==> src/rtl/xm_mem_arbiter_pkg.sv <==
// Shared types and byte-lane constants for the memory arbiter slice.
package xm_mem_arbiter_pkg;

  typedef enum logic [1:0] {IDLE, ACCESS, DONE, ERR} arb_state_t;
  typedef enum logic {PORT_CPU, PORT_DMA} port_t;

  localparam logic [1:0] BE_LO   = 2'b01;
  localparam logic [1:0] BE_HI   = 2'b10;
  localparam logic [1:0] BE_WORD = 2'b11;

  // Byte ops hit one lane selected by the address LSB; word ops hit both.
  function automatic logic [1:0] lane_be(input logic byte_op, input logic adr0);
    if (!byte_op) return BE_WORD;
    return adr0 ? BE_HI : BE_LO;
  endfunction

endpackage

==> src/rtl/xm_mem_arbiter_if.sv <==
// Requester ports (CPU, DMA), shared read data and the single-port memory bus.
interface xm_mem_arbiter_if #(parameter int WORD = 16);

  logic            cpu_req_i;
  logic            cpu_rw_i;
  logic            cpu_byte_i;
  logic [WORD-1:0] cpu_adr_i;
  logic [WORD-1:0] cpu_wdata_i;
  logic            cpu_busy_o;
  logic            cpu_done_o;
  logic            cpu_err_o;

  logic            dma_req_i;
  logic            dma_rw_i;
  logic            dma_byte_i;
  logic [WORD-1:0] dma_adr_i;
  logic [WORD-1:0] dma_wdata_i;
  logic            dma_busy_o;
  logic            dma_done_o;
  logic            dma_err_o;

  logic [WORD-1:0] rdata_o;

  logic            mem_en_o;
  logic            mem_rw_o;
  logic [1:0]      mem_be_o;
  logic [WORD-1:0] mem_adr_o;
  logic [WORD-1:0] mem_wdata_o;
  logic [WORD-1:0] mem_rdata_i;
  logic            mem_ack_i;

  // Arbiter side.
  modport master (
    input  cpu_req_i, cpu_rw_i, cpu_byte_i, cpu_adr_i, cpu_wdata_i,
    output cpu_busy_o, cpu_done_o, cpu_err_o,
    input  dma_req_i, dma_rw_i, dma_byte_i, dma_adr_i, dma_wdata_i,
    output dma_busy_o, dma_done_o, dma_err_o,
    output rdata_o,
    output mem_en_o, mem_rw_o, mem_be_o, mem_adr_o, mem_wdata_o,
    input  mem_rdata_i, mem_ack_i
  );

  // Requesters plus memory side.
  modport slave (
    output cpu_req_i, cpu_rw_i, cpu_byte_i, cpu_adr_i, cpu_wdata_i,
    input  cpu_busy_o, cpu_done_o, cpu_err_o,
    output dma_req_i, dma_rw_i, dma_byte_i, dma_adr_i, dma_wdata_i,
    input  dma_busy_o, dma_done_o, dma_err_o,
    input  rdata_o,
    input  mem_en_o, mem_rw_o, mem_be_o, mem_adr_o, mem_wdata_o,
    output mem_rdata_i, mem_ack_i
  );

endinterface

==> src/rtl/xm_mem_arbiter_byte_lane.sv <==
// Byte-lane steering: enables, write replication, read lane extract with zero-extend.
// Latency: combinational.
// Backpressure: none, pure function of the latched request and memory read data.
module xm_byte_lane
  import xm_mem_arbiter_pkg::*;
#(
  parameter int WORD = 16
) (
  input  logic            byte_op,
  input  logic            adr0,
  input  logic [WORD-1:0] wdata,
  input  logic [WORD-1:0] mem_rdata,
  output logic [1:0]      be,
  output logic [WORD-1:0] mem_wdata,
  output logic [WORD-1:0] rdata
);

  logic [7:0] lane;

  assign be        = lane_be(byte_op, adr0);
  assign mem_wdata = byte_op ? WORD'({wdata[7:0], wdata[7:0]}) : wdata;
  assign lane      = adr0 ? mem_rdata[15:8] : mem_rdata[7:0];
  assign rdata     = byte_op ? WORD'(lane) : mem_rdata;

endmodule

==> src/rtl/xm_mem_arbiter.sv <==
// Round-robin CPU/DMA arbiter for a single-port memory, one access in flight, with watchdog.
// Latency: req -> ACCESS next cycle -> done/err the cycle after ack; 3 cycles per zero-wait access.
// Backpressure: requests are levels held until done/err; busy tells the requester to keep waiting.
module xm_mem_arbiter
  import xm_mem_arbiter_pkg::*;
#(
  parameter int WORD    = 16,
  parameter int TIMEOUT = 64
) (
  input  logic           clk_i,
  input  logic           srstn_i,
  xm_mem_arbiter_if.master bus
);

  // A zero TIMEOUT still gets a 1-bit timer; it simply wraps and is never compared.
  localparam int TW = (TIMEOUT == 0) ? 1 : $clog2(TIMEOUT + 1);

  typedef struct packed {
    logic            rw;
    logic            byte_op;
    logic [WORD-1:0] adr;
    logic [WORD-1:0] wdata;
  } req_t;

  arb_state_t      state_q, state_d;
  port_t           grant_q, grant_d;
  port_t           last_q,  last_d;
  req_t            req_q,   req_d;
  logic [TW-1:0]   timer_q, timer_d;
  logic [WORD-1:0] rdata_q, rdata_d;

  logic            cpu_sel, dma_sel;
  logic [1:0]      lane_be_w;
  logic [WORD-1:0] lane_wdata, lane_rdata;

  xm_byte_lane #(.WORD(WORD)) u_byte_lane (
    .byte_op   (req_q.byte_op),
    .adr0      (req_q.adr[0]),
    .wdata     (req_q.wdata),
    .mem_rdata (bus.mem_rdata_i),
    .be        (lane_be_w),
    .mem_wdata (lane_wdata),
    .rdata     (lane_rdata)
  );

  // On a tie the port that did not win last time goes first.
  assign cpu_sel = bus.cpu_req_i & (~bus.dma_req_i | (last_q == PORT_DMA));
  assign dma_sel = bus.dma_req_i & ~cpu_sel;

  always_comb begin
    state_d = state_q;
    grant_d = grant_q;
    last_d  = last_q;
    req_d   = req_q;
    timer_d = timer_q;
    rdata_d = rdata_q;
    case (state_q)
      IDLE: begin
        if (cpu_sel || dma_sel) begin
          grant_d = cpu_sel ? PORT_CPU : PORT_DMA;
          last_d  = grant_d;
          if (cpu_sel) begin
            req_d = '{rw: bus.cpu_rw_i, byte_op: bus.cpu_byte_i,
                      adr: bus.cpu_adr_i, wdata: bus.cpu_wdata_i};
          end else begin
            req_d = '{rw: bus.dma_rw_i, byte_op: bus.dma_byte_i,
                      adr: bus.dma_adr_i, wdata: bus.dma_wdata_i};
          end
          // Misaligned word access is rejected without touching memory.
          state_d = (!req_d.byte_op && req_d.adr[0]) ? ERR : ACCESS;
        end
      end
      ACCESS: begin
        timer_d = timer_q + TW'(1);
        if (bus.mem_ack_i) begin
          state_d = DONE;
          if (!req_q.rw) rdata_d = lane_rdata;
        end else if (TIMEOUT != 0 && timer_q == TW'(TIMEOUT - 1)) begin
          state_d = ERR;
        end
      end
      DONE, ERR: begin
        timer_d = '0;
        state_d = IDLE;
      end
      default: state_d = IDLE;
    endcase
  end

  always_ff @(posedge clk_i) begin
    if (!srstn_i) begin
      state_q <= IDLE;
      grant_q <= PORT_CPU;
      last_q  <= PORT_DMA;
      req_q   <= '0;
      timer_q <= '0;
      rdata_q <= '0;
    end else begin
      state_q <= state_d;
      grant_q <= grant_d;
      last_q  <= last_d;
      req_q   <= req_d;
      timer_q <= timer_d;
      rdata_q <= rdata_d;
    end
  end

  assign bus.mem_en_o    = (state_q == ACCESS);
  assign bus.mem_rw_o    = bus.mem_en_o & req_q.rw;
  assign bus.mem_be_o    = bus.mem_en_o ? lane_be_w : 2'b00;
  assign bus.mem_adr_o   = {req_q.adr[WORD-1:1], 1'b0};
  assign bus.mem_wdata_o = lane_wdata;
  assign bus.rdata_o     = rdata_q;

  assign bus.cpu_done_o  = (state_q == DONE) && (grant_q == PORT_CPU);
  assign bus.cpu_err_o   = (state_q == ERR)  && (grant_q == PORT_CPU);
  assign bus.dma_done_o  = (state_q == DONE) && (grant_q == PORT_DMA);
  assign bus.dma_err_o   = (state_q == ERR)  && (grant_q == PORT_DMA);

  assign bus.cpu_busy_o  = bus.cpu_req_i & ~bus.cpu_done_o & ~bus.cpu_err_o;
  assign bus.dma_busy_o  = bus.dma_req_i & ~bus.dma_done_o & ~bus.dma_err_o;

endmodule

==> src/flat_wrapper.sv <==
// flat-port wrapper written by rule: the top's interface ports become plain ports
module xm_mem_arbiter_flat import xm_mem_arbiter_pkg::*;
#(
  parameter int WORD    = 16,
  parameter int TIMEOUT = 64
)
  (clk_i, srstn_i, bus_cpu_req_i, bus_cpu_rw_i, bus_cpu_byte_i, bus_cpu_adr_i, bus_cpu_wdata_i, bus_cpu_busy_o, bus_cpu_done_o, bus_cpu_err_o, bus_dma_req_i, bus_dma_rw_i, bus_dma_byte_i, bus_dma_adr_i, bus_dma_wdata_i, bus_dma_busy_o, bus_dma_done_o, bus_dma_err_o, bus_rdata_o, bus_mem_en_o, bus_mem_rw_o, bus_mem_be_o, bus_mem_adr_o, bus_mem_wdata_o, bus_mem_rdata_i, bus_mem_ack_i);
  xm_mem_arbiter_if #(.WORD(WORD)) bus_i ();
  input  logic clk_i;
  input  logic srstn_i;
  input wire logic [$bits(bus_i.cpu_req_i)-1:0] bus_cpu_req_i;
  input wire logic [$bits(bus_i.cpu_rw_i)-1:0] bus_cpu_rw_i;
  input wire logic [$bits(bus_i.cpu_byte_i)-1:0] bus_cpu_byte_i;
  input wire logic [$bits(bus_i.cpu_adr_i)-1:0] bus_cpu_adr_i;
  input wire logic [$bits(bus_i.cpu_wdata_i)-1:0] bus_cpu_wdata_i;
  output wire logic [$bits(bus_i.cpu_busy_o)-1:0] bus_cpu_busy_o;
  output wire logic [$bits(bus_i.cpu_done_o)-1:0] bus_cpu_done_o;
  output wire logic [$bits(bus_i.cpu_err_o)-1:0] bus_cpu_err_o;
  input wire logic [$bits(bus_i.dma_req_i)-1:0] bus_dma_req_i;
  input wire logic [$bits(bus_i.dma_rw_i)-1:0] bus_dma_rw_i;
  input wire logic [$bits(bus_i.dma_byte_i)-1:0] bus_dma_byte_i;
  input wire logic [$bits(bus_i.dma_adr_i)-1:0] bus_dma_adr_i;
  input wire logic [$bits(bus_i.dma_wdata_i)-1:0] bus_dma_wdata_i;
  output wire logic [$bits(bus_i.dma_busy_o)-1:0] bus_dma_busy_o;
  output wire logic [$bits(bus_i.dma_done_o)-1:0] bus_dma_done_o;
  output wire logic [$bits(bus_i.dma_err_o)-1:0] bus_dma_err_o;
  output wire logic [$bits(bus_i.rdata_o)-1:0] bus_rdata_o;
  output wire logic [$bits(bus_i.mem_en_o)-1:0] bus_mem_en_o;
  output wire logic [$bits(bus_i.mem_rw_o)-1:0] bus_mem_rw_o;
  output wire logic [$bits(bus_i.mem_be_o)-1:0] bus_mem_be_o;
  output wire logic [$bits(bus_i.mem_adr_o)-1:0] bus_mem_adr_o;
  output wire logic [$bits(bus_i.mem_wdata_o)-1:0] bus_mem_wdata_o;
  input wire logic [$bits(bus_i.mem_rdata_i)-1:0] bus_mem_rdata_i;
  input wire logic [$bits(bus_i.mem_ack_i)-1:0] bus_mem_ack_i;
  assign bus_i.cpu_req_i = bus_cpu_req_i;
  assign bus_i.cpu_rw_i = bus_cpu_rw_i;
  assign bus_i.cpu_byte_i = bus_cpu_byte_i;
  assign bus_i.cpu_adr_i = bus_cpu_adr_i;
  assign bus_i.cpu_wdata_i = bus_cpu_wdata_i;
  assign bus_cpu_busy_o = bus_i.cpu_busy_o;
  assign bus_cpu_done_o = bus_i.cpu_done_o;
  assign bus_cpu_err_o = bus_i.cpu_err_o;
  assign bus_i.dma_req_i = bus_dma_req_i;
  assign bus_i.dma_rw_i = bus_dma_rw_i;
  assign bus_i.dma_byte_i = bus_dma_byte_i;
  assign bus_i.dma_adr_i = bus_dma_adr_i;
  assign bus_i.dma_wdata_i = bus_dma_wdata_i;
  assign bus_dma_busy_o = bus_i.dma_busy_o;
  assign bus_dma_done_o = bus_i.dma_done_o;
  assign bus_dma_err_o = bus_i.dma_err_o;
  assign bus_rdata_o = bus_i.rdata_o;
  assign bus_mem_en_o = bus_i.mem_en_o;
  assign bus_mem_rw_o = bus_i.mem_rw_o;
  assign bus_mem_be_o = bus_i.mem_be_o;
  assign bus_mem_adr_o = bus_i.mem_adr_o;
  assign bus_mem_wdata_o = bus_i.mem_wdata_o;
  assign bus_i.mem_rdata_i = bus_mem_rdata_i;
  assign bus_i.mem_ack_i = bus_mem_ack_i;
  xm_mem_arbiter #(.WORD(WORD), .TIMEOUT(TIMEOUT)) u_core (.clk_i(clk_i), .srstn_i(srstn_i), .bus(bus_i));
endmodule
==> config.mk <==
export PLATFORM = sky130hd
export DESIGN_NAME = xm_mem_arbiter_flat
export DESIGN_NICKNAME = d
export VERILOG_FILES = /design/src/rtl/xm_mem_arbiter_pkg.sv /design/src/rtl/xm_mem_arbiter_if.sv /design/src/rtl/xm_mem_arbiter_byte_lane.sv /design/src/rtl/xm_mem_arbiter.sv /design/src/flat_wrapper.sv
export SDC_FILE = /design/constraint.sdc
export NUM_CORES = 1
export LEC_CHECK = 0
export BUFFER_PORTS_ARGS = -buffer_cell sky130_fd_sc_hd__buf_4
export CORE_MARGIN = 10
export CORE_UTILIZATION = 49
export CTS_CLUSTER_SIZE = 10
export DETAILED_ROUTE_END_ITERATION = 12
export GPL_TIMING_DRIVEN = 0
export PLACE_DENSITY = 0.92
export SLEW_MARGIN = 0
export SYNTH_ARGS = -nofsm -noshare
export SYNTH_HDL_FRONTEND = slang
export SYNTH_HIERARCHICAL = 1
export SYNTH_SLANG_ARGS = --single-unit
export TNS_END_PERCENT = 30
==> constraint.sdc <==
create_clock -name clk_i -period 1.8 [get_ports clk_i]
set_input_delay 0.36 -clock clk_i [delete_from_list [all_inputs] [get_ports clk_i]]
set_output_delay 0.36 -clock clk_i [all_outputs]
set_load 0.01 [all_outputs]
==> impl_metrics.toml, run 1 <==
[floorplan]
die_x_um = 105
start_util = 0.498
std_cell_rows = 31
core_sq_um = 7180
io_pins = 147
dieHeight_um = 105
design.die.area_sq_um = 11100

[final_layout]
fin_util = 0.697
nNetsFinal = 640
fin_area_sq_um = 5000
fin_cells = 653
layout_commonest_cell = "buf_4"
layout-drive-gt1-share = 0.462
final_cell_mix = "170 x buf_4, 60 x dfxtp_1, 54 x a21oi_1"
fill_cells = 569
diodes = 0
areaGrowthSynthToFinish_pct = 40.0

[critical_path]
cp-start-kind = "flop"
worstPathCellList = "buf_12 > buf_8 > mux2_4 > buf_6"
slowest_stage = "dfxtp_2"
regToRegEndpoint = "u_core/bus.mem_adr_o[6]$_SDFFE_PN0P_"
worstSetupStartpoint = "u_core/req_q[32]$_SDFFE_PN0P_"
r2r_start = "u_core/last_q$_SDFFE_PN1P_"
crit_arrival_ns = 1.41
cp-end-kind = "output pin"
crit_required_ns = 1.44
crit_path_end = "bus_mem_wdata_o[14]"
cpPeakStageDelay_ns = 0.36
reg2reg_depth = 4
reg2reg_slack_ns = 0.22
crit_fanout = 10
criticalPathCategory = "reg2out"

[yosys]
synth.distinct_cells = 41
synth_edf_count = 0
synthCells = 395
syn_area_sq_um = 3570
synth_flop_cell = "dfxtp_1"
synthArstFlopShare = 0
syn_nets = 485
ys_ff_latch = 61
yosysSeqAreaShare = 0.342
avgSynthCellArea_sq_um = 9.04
ys.warnings.count = 6

[run]
max-cap-violations = 0

[timing]
max_freq_mhz = 566
setup_ws_ns = 0.0343
max_slew_margin = 0.482
setup_viol = 0
tightestPinTransition_ns = 0.777
slew_viol_final = 0
period_minus_slack_ns = 1.77
skew_ns = 0.00592
period_share = 0.981
hold_viol = 0

[placement]
place.gp.congestion = 0.861
post-place-ws_ns = 0.189
placedCellCount = 638
dpl.hpwl_um = 9010
io_buffers = 144
dpl_cell_area_sq_um = 4780

[global_route]
grt_usage = 0.198
grt_antenna_before_repair = 0
grt_pass1_vias = 3785
grt-ovfl-total = 0
grt_pass1_wl_um = 18300
grt_max_degree = 11

[clocking]
cts.sinks = 61
insertion_delay_ns = 0.33
clockRootBuffer = "clkbuf_8"
cts.path.max_buffers = 2
cts_resized = 5
htreeDepth = 3
cts_buffers = 9
cts_setup_buffers = 0
clkTransAtPathRegs_ns = 0.07
hold_buffers = 0
cts_tree = "done"

[power]
ir_drop_uv = 515
power_density_nw_per_um2 = 832
switching_share = 0.302
pwr-share-seq = 0.379
combPwrFrac = 0.328
pwr-share-clk = 0.293
p_switching_mw = 1.25
internal_power_mw = 2.90
p_leak_nw = 2.09

[routing]
drtIter0Drc = 203
wl_per_cell_um = 17.8
via_per_inst = 5.53
drc_errors = 0
vias = 3609
drt_pass1_iterations = 6
ant_nets = 0
wirelength_um = 11600

[run_status]
outcome = "complete, no violations"

[min_path]
hp-class = "in2reg"
==> final cells by class <==
cell class                      instances  area [sq um]  area share
Buffer                                 64           418      0.0836
Clock inverter                          4          47.5     0.00951
Timing Repair Buffer                  144          1080       0.217
Clock buffer                           11           151      0.0303
Sequential cell                        61          1220       0.244
Multi-Input combinational cell        264          1930       0.385
Tap cell                               99           124      0.0248
Inverter                                6          25.0     0.00501
==> how the worst min path moves through the flow <==
| stage | from | to | slack (ns) | depth (start not counted) |
|---|---|---|---|---|
| 4_1_cts | srstn_i | u_core/last_q$_SDFFE_PN1P_ | 0.22 | 2 |
| 2_1_floorplan | srstn_i | u_core/last_q$_SDFFE_PN1P_ | 0.44 | 1 |
| 6_report | srstn_i | u_core/last_q$_SDFFE_PN1P_ | 0.23 | 2 |
| 5_1_grt | srstn_i | u_core/last_q$_SDFFE_PN1P_ | 0.23 | 2 |
| 3_3_place_gp | u_core/bus.rdata_o[8]$_SDFFE_PN0P_ | u_core/bus.rdata_o[8]$_SDFFE_PN0P_ | 0.44 | 2 |
| 3_5_place_dp | u_core/bus.rdata_o[4]$_SDFFE_PN0P_ | u_core/bus.rdata_o[4]$_SDFFE_PN0P_ | 0.45 | 2 |
==> synth_stat cells, types with 2 or more instances <==
cell,count,area share
a311oi_2,31,0.13
nand3_1,2,0.0028
inv_1,4,0.0042
nand2b_1,3,0.0053
mux2_4,9,0.038
a311oi_1,4,0.0098
nand2_1,34,0.036
or3_1,2,0.0035
o21ai_1,2,0.0028
nor2b_1,8,0.014
buf_2,9,0.013
and2_1,6,0.011
xor2_1,3,0.0074
o21ai_0,35,0.049
clkbuf_1,21,0.022
buf_4,27,0.057
buf_6,7,0.022
nand4_1,3,0.0053
mux2_2,7,0.022
nand3b_1,34,0.071
a21oi_1,54,0.076
nor2_1,11,0.012
dfxtp_1,61,0.34
==> power by group through the flow <==
| stage | clock (mW) | sequential (mW) | combinational, mW |
|---|---|---|---|
| final | 1.22 | 1.58 | 1.36 |
| after global routing | 1.30 | 1.59 | 1.47 |
| after CTS | 1.24 | 1.57 | 1.36 |
| after detailed placement | 0 | 1.60 | 1.34 |
| after global placement | 0 | 1.59 | 1.31 |
| after floorplan | 0 | 1.58 | 0.825 |
==> critical path, delay by kind of cell (launching register included) <==
kind / cells / cell delay, ns
buffers and inverters: 3 / 0.41
flip-flops: 1 / 0.36
multiplexers: 1 / 0.31
==> through the flow <==
step                power [mW]  setup TNS [ns]  hold WS (ns)
detailed placement        2.94               0         0.447
global placement          2.90               0         0.444
CTS                       4.17               0         0.215
floorplan                 2.41               0         0.440
finish                    4.16               0         0.232
global route              4.36      -0.0000402         0.226
==> cells by family after synthesis <==
family | Yosys count | synth area share
other | 1 | 0.00105
DFF | 61 | 0.342
muxes | 17 | 0.0627
adders and majority gates | 1 | 0.00350
xor gates and xnor gates | 4 | 0.00981
AOI/OAI and AO/OA | 129 | 0.275
buffers and inverters | 70 | 0.121
and+or+nand+nor | 112 | 0.185
==> state kept, by name (all words and copies together), names as in the netlist <==
| signal | flops |
|---|---|
| u_core/bus.mem_adr_o | 15 |
| u_core/bus.rdata_o | 16 |
| u_core/grant_q | 1 |
| u_core/last_q | 1 |
| u_core/req_q | 19 |
| u_core/state_q | 2 |
| u_core/timer_q | 7 |
==> routing by layer <==
metal,track usage,wire length (um),vias up
li1,-,-,1712
met1,0.231,4700,1690
met2,0.336,5740,189
met3,0.0670,1020,18
met4,0.0618,167,0
met5,0,0,-
(Power assumes the default switching activity.)
==> run 2: changes to the inputs <==
--- a/config.mk
+++ b/config.mk
@@ -6,12 +6,12 @@
 export NUM_CORES = 1
 export LEC_CHECK = 0
 export BUFFER_PORTS_ARGS = -buffer_cell sky130_fd_sc_hd__buf_4
-export CORE_MARGIN = 10
-export CORE_UTILIZATION = 49
+export CORE_MARGIN = 8
+export CORE_UTILIZATION = 52
 export CTS_CLUSTER_SIZE = 10
 export DETAILED_ROUTE_END_ITERATION = 12
 export GPL_TIMING_DRIVEN = 0
-export PLACE_DENSITY = 0.92
+export PLACE_DENSITY = 0.95
 export SLEW_MARGIN = 0
 export SYNTH_ARGS = -nofsm -noshare
 export SYNTH_HDL_FRONTEND = slang
==> constraint.sdc (replaced) <==
create_clock -name clk_i -period 2.05 [get_ports clk_i]
set_input_delay 0.41 -clock clk_i [delete_from_list [all_inputs] [get_ports clk_i]]
set_output_delay 0.41 -clock clk_i [all_outputs]
set_load 0.01 [all_outputs]
==> run 2 against run 1 <==
  * Non-clock buffer count unchanged
  * Global-route usage up 3.4 points
  * Via count up 0.80%
  * Clock-buffer cell count down 2
  * Largest power group unchanged
  * Highest routed layer unchanged
==> impl_metrics.toml, run 2 (synthesis results as in run 1) <==
[critical_path]
cp-end-kind = "output pin"
crit_required_ns = 1.64
slowest_stage = "dfxtp_1"
crit_top_cell = "buf_6"
cpPeakStageDelay_ns = 0.35
crit_arrival_ns = 1.49
crit_buf_inv = 3
crit_fanout = 10
worstPathCellList = "buf_6 > buf_6 > mux2_4 > buf_4"
criticalPathCategory = "reg2out"
cp-start-kind = "flop"
crit_family = "buffers and inverters"

[timing]
rsz0062_at_grt = "false"
slew_viol_final = 0
hold_viol = 0
skew_ns = 0.00871
max_slew_margin = 0.507
period_share = 0.928
tns_ns = 0
tightestPinTransition_ns = 0.739
setup_viol = 0
max_freq_mhz = 526
period_minus_slack_ns = 1.90

[global_route]
grt_antenna_before_repair = 0
grt_max_degree = 13
grt_pass1_vias = 3824
grt-ovfl-total = 0
grt_usage = 0.233
grt_pass1_wl_um = 18500

[routing]
wirelength_um = 11500
via_per_inst = 5.73
drt_pass1_iterations = 5
ant_nets = 0
wl_per_cell_um = 18.1
drtIter0Drc = 237
drc_errors = 0
vias = 3638

[clocking]
cts.path.max_buffers = 2
cts_tree = "done"
htreeDepth = 3
insertion_delay_ns = 0.34
clockRootBuffer = "clkbuf_8"
hold_buffers = 0
cts_buffers = 9
cts_setup_buffers = 0
cts_resized = 0
clkTransAtPathRegs_ns = 0.07
cts.sinks = 61

[final_layout]
layout_commonest_cell = "buf_4"
nNetsFinal = 640
final_cell_mix = "171 x buf_4, 61 x dfxtp_1, 54 x a21oi_1"
diodes = 0
areaGrowthSynthToFinish_pct = 39.4
fill_cells = 464
layout-drive-gt1-share = 0.459
top_register = "u_core/req_q"
largest_reg_flops = 19
fin_util = 0.741

[power]
p_leak_nw = 2.08
finalPower_mw = 3.77
p_switching_mw = 1.17
pwr-share-clk = 0.320
ir_drop_uv = 437
combPwrFrac = 0.314
switching_share = 0.309
pwr-share-seq = 0.366
internal_power_mw = 2.61
power_density_nw_per_um2 = 758

[run_status]
outcome = "complete, no violations"

[placement]
place.gp.congestion = 0.878
io_buffers = 144
dpl.hpwl_um = 8840

[floorplan]
dieHeight_um = 98.9
io_pins = 147
core_sq_um = 6720
start_util = 0.531
die_x_um = 98.9
design.die.area_sq_um = 9780
std_cell_rows = 30

[run]
max-cap-violations = 0

[min_path]
hp-class = "in2reg"
-- run 2: cell count changes in the layout (fill, tap and decap cells not counted), moves of 2 or more --
cell and delta:
clkbuf_8 -2, clkinv_2 -2, clkinv_4 +2, clkinvlp_4 +2
-- run 2: worst paths after layout --
kind                                            from                                  to  slack, ns  depth (start not counted)
hold reg to reg   u_core/bus.rdata_o[0]$_SDFFE_PN0P_  u_core/bus.rdata_o[0]$_SDFFE_PN0P_       0.46                          2
setup / recovery       u_core/req_q[32]$_SDFFE_PN0P_                 bus_mem_wdata_o[14]       0.15                          4
setup reg to reg          u_core/last_q$_SDFFE_PN1P_       u_core/req_q[32]$_SDFFE_PN0P_       0.51                          4
hold / removal                               srstn_i          u_core/last_q$_SDFFE_PN1P_       0.28                          2
-- run 2: through the flow --
stage / hold WS (ns) / worst slack, ns / std cells / area [sq um]
6_report: 0.275 / 0.148 / 635 / 4980
5_1_grt: 0.268 / 0.0856 / 635 / 4980
4_1_cts: 0.262 / 0.0716 / 635 / 4980
3_5_place_dp: 0.449 / 0.338 / 619 / 4750
3_3_place_gp: 0.445 / 0.358 / 619 / 4750
2_1_floorplan: 0.458 / 0.631 / 395 / 3570
-- run 2: area by class of cell --
cell class | instances | area (sq um) | area share
buffer | 64 | 405 | 0.0814
clock buffer | 9 | 124 | 0.0249
clock inverter | 7 | 100 | 0.0201
inverter | 6 | 25.0 | 0.00503
multi-input combinational | 264 | 1920 | 0.386
sequential | 61 | 1220 | 0.245
tap | 80 | 100 | 0.0201
timing repair buffer | 144 | 1080 | 0.217
-- run 2: power by group through the flow --
stage | Clock, mW | Combinational [mW] | Sequential (mW)
6_report | 1.21 | 1.18 | 1.38
3_5_place_dp | 0 | 1.18 | 1.41
2_1_floorplan | 0 | 0.725 | 1.39
4_1_cts | 1.22 | 1.18 | 1.38
3_3_place_gp | 0 | 1.14 | 1.40
5_1_grt | 1.28 | 1.27 | 1.39
-- run 2: per-layer routing --
layer | up-vias | global-route usage | share of wire
met3 | 30 | 0.0761 | 0.094
li1 | 1720 | - | -
met5 | - | 0 | 0
met2 | 192 | 0.377 | 0.48
met4 | 0 | 0.116 | 0.034
met1 | 1696 | 0.269 | 0.40
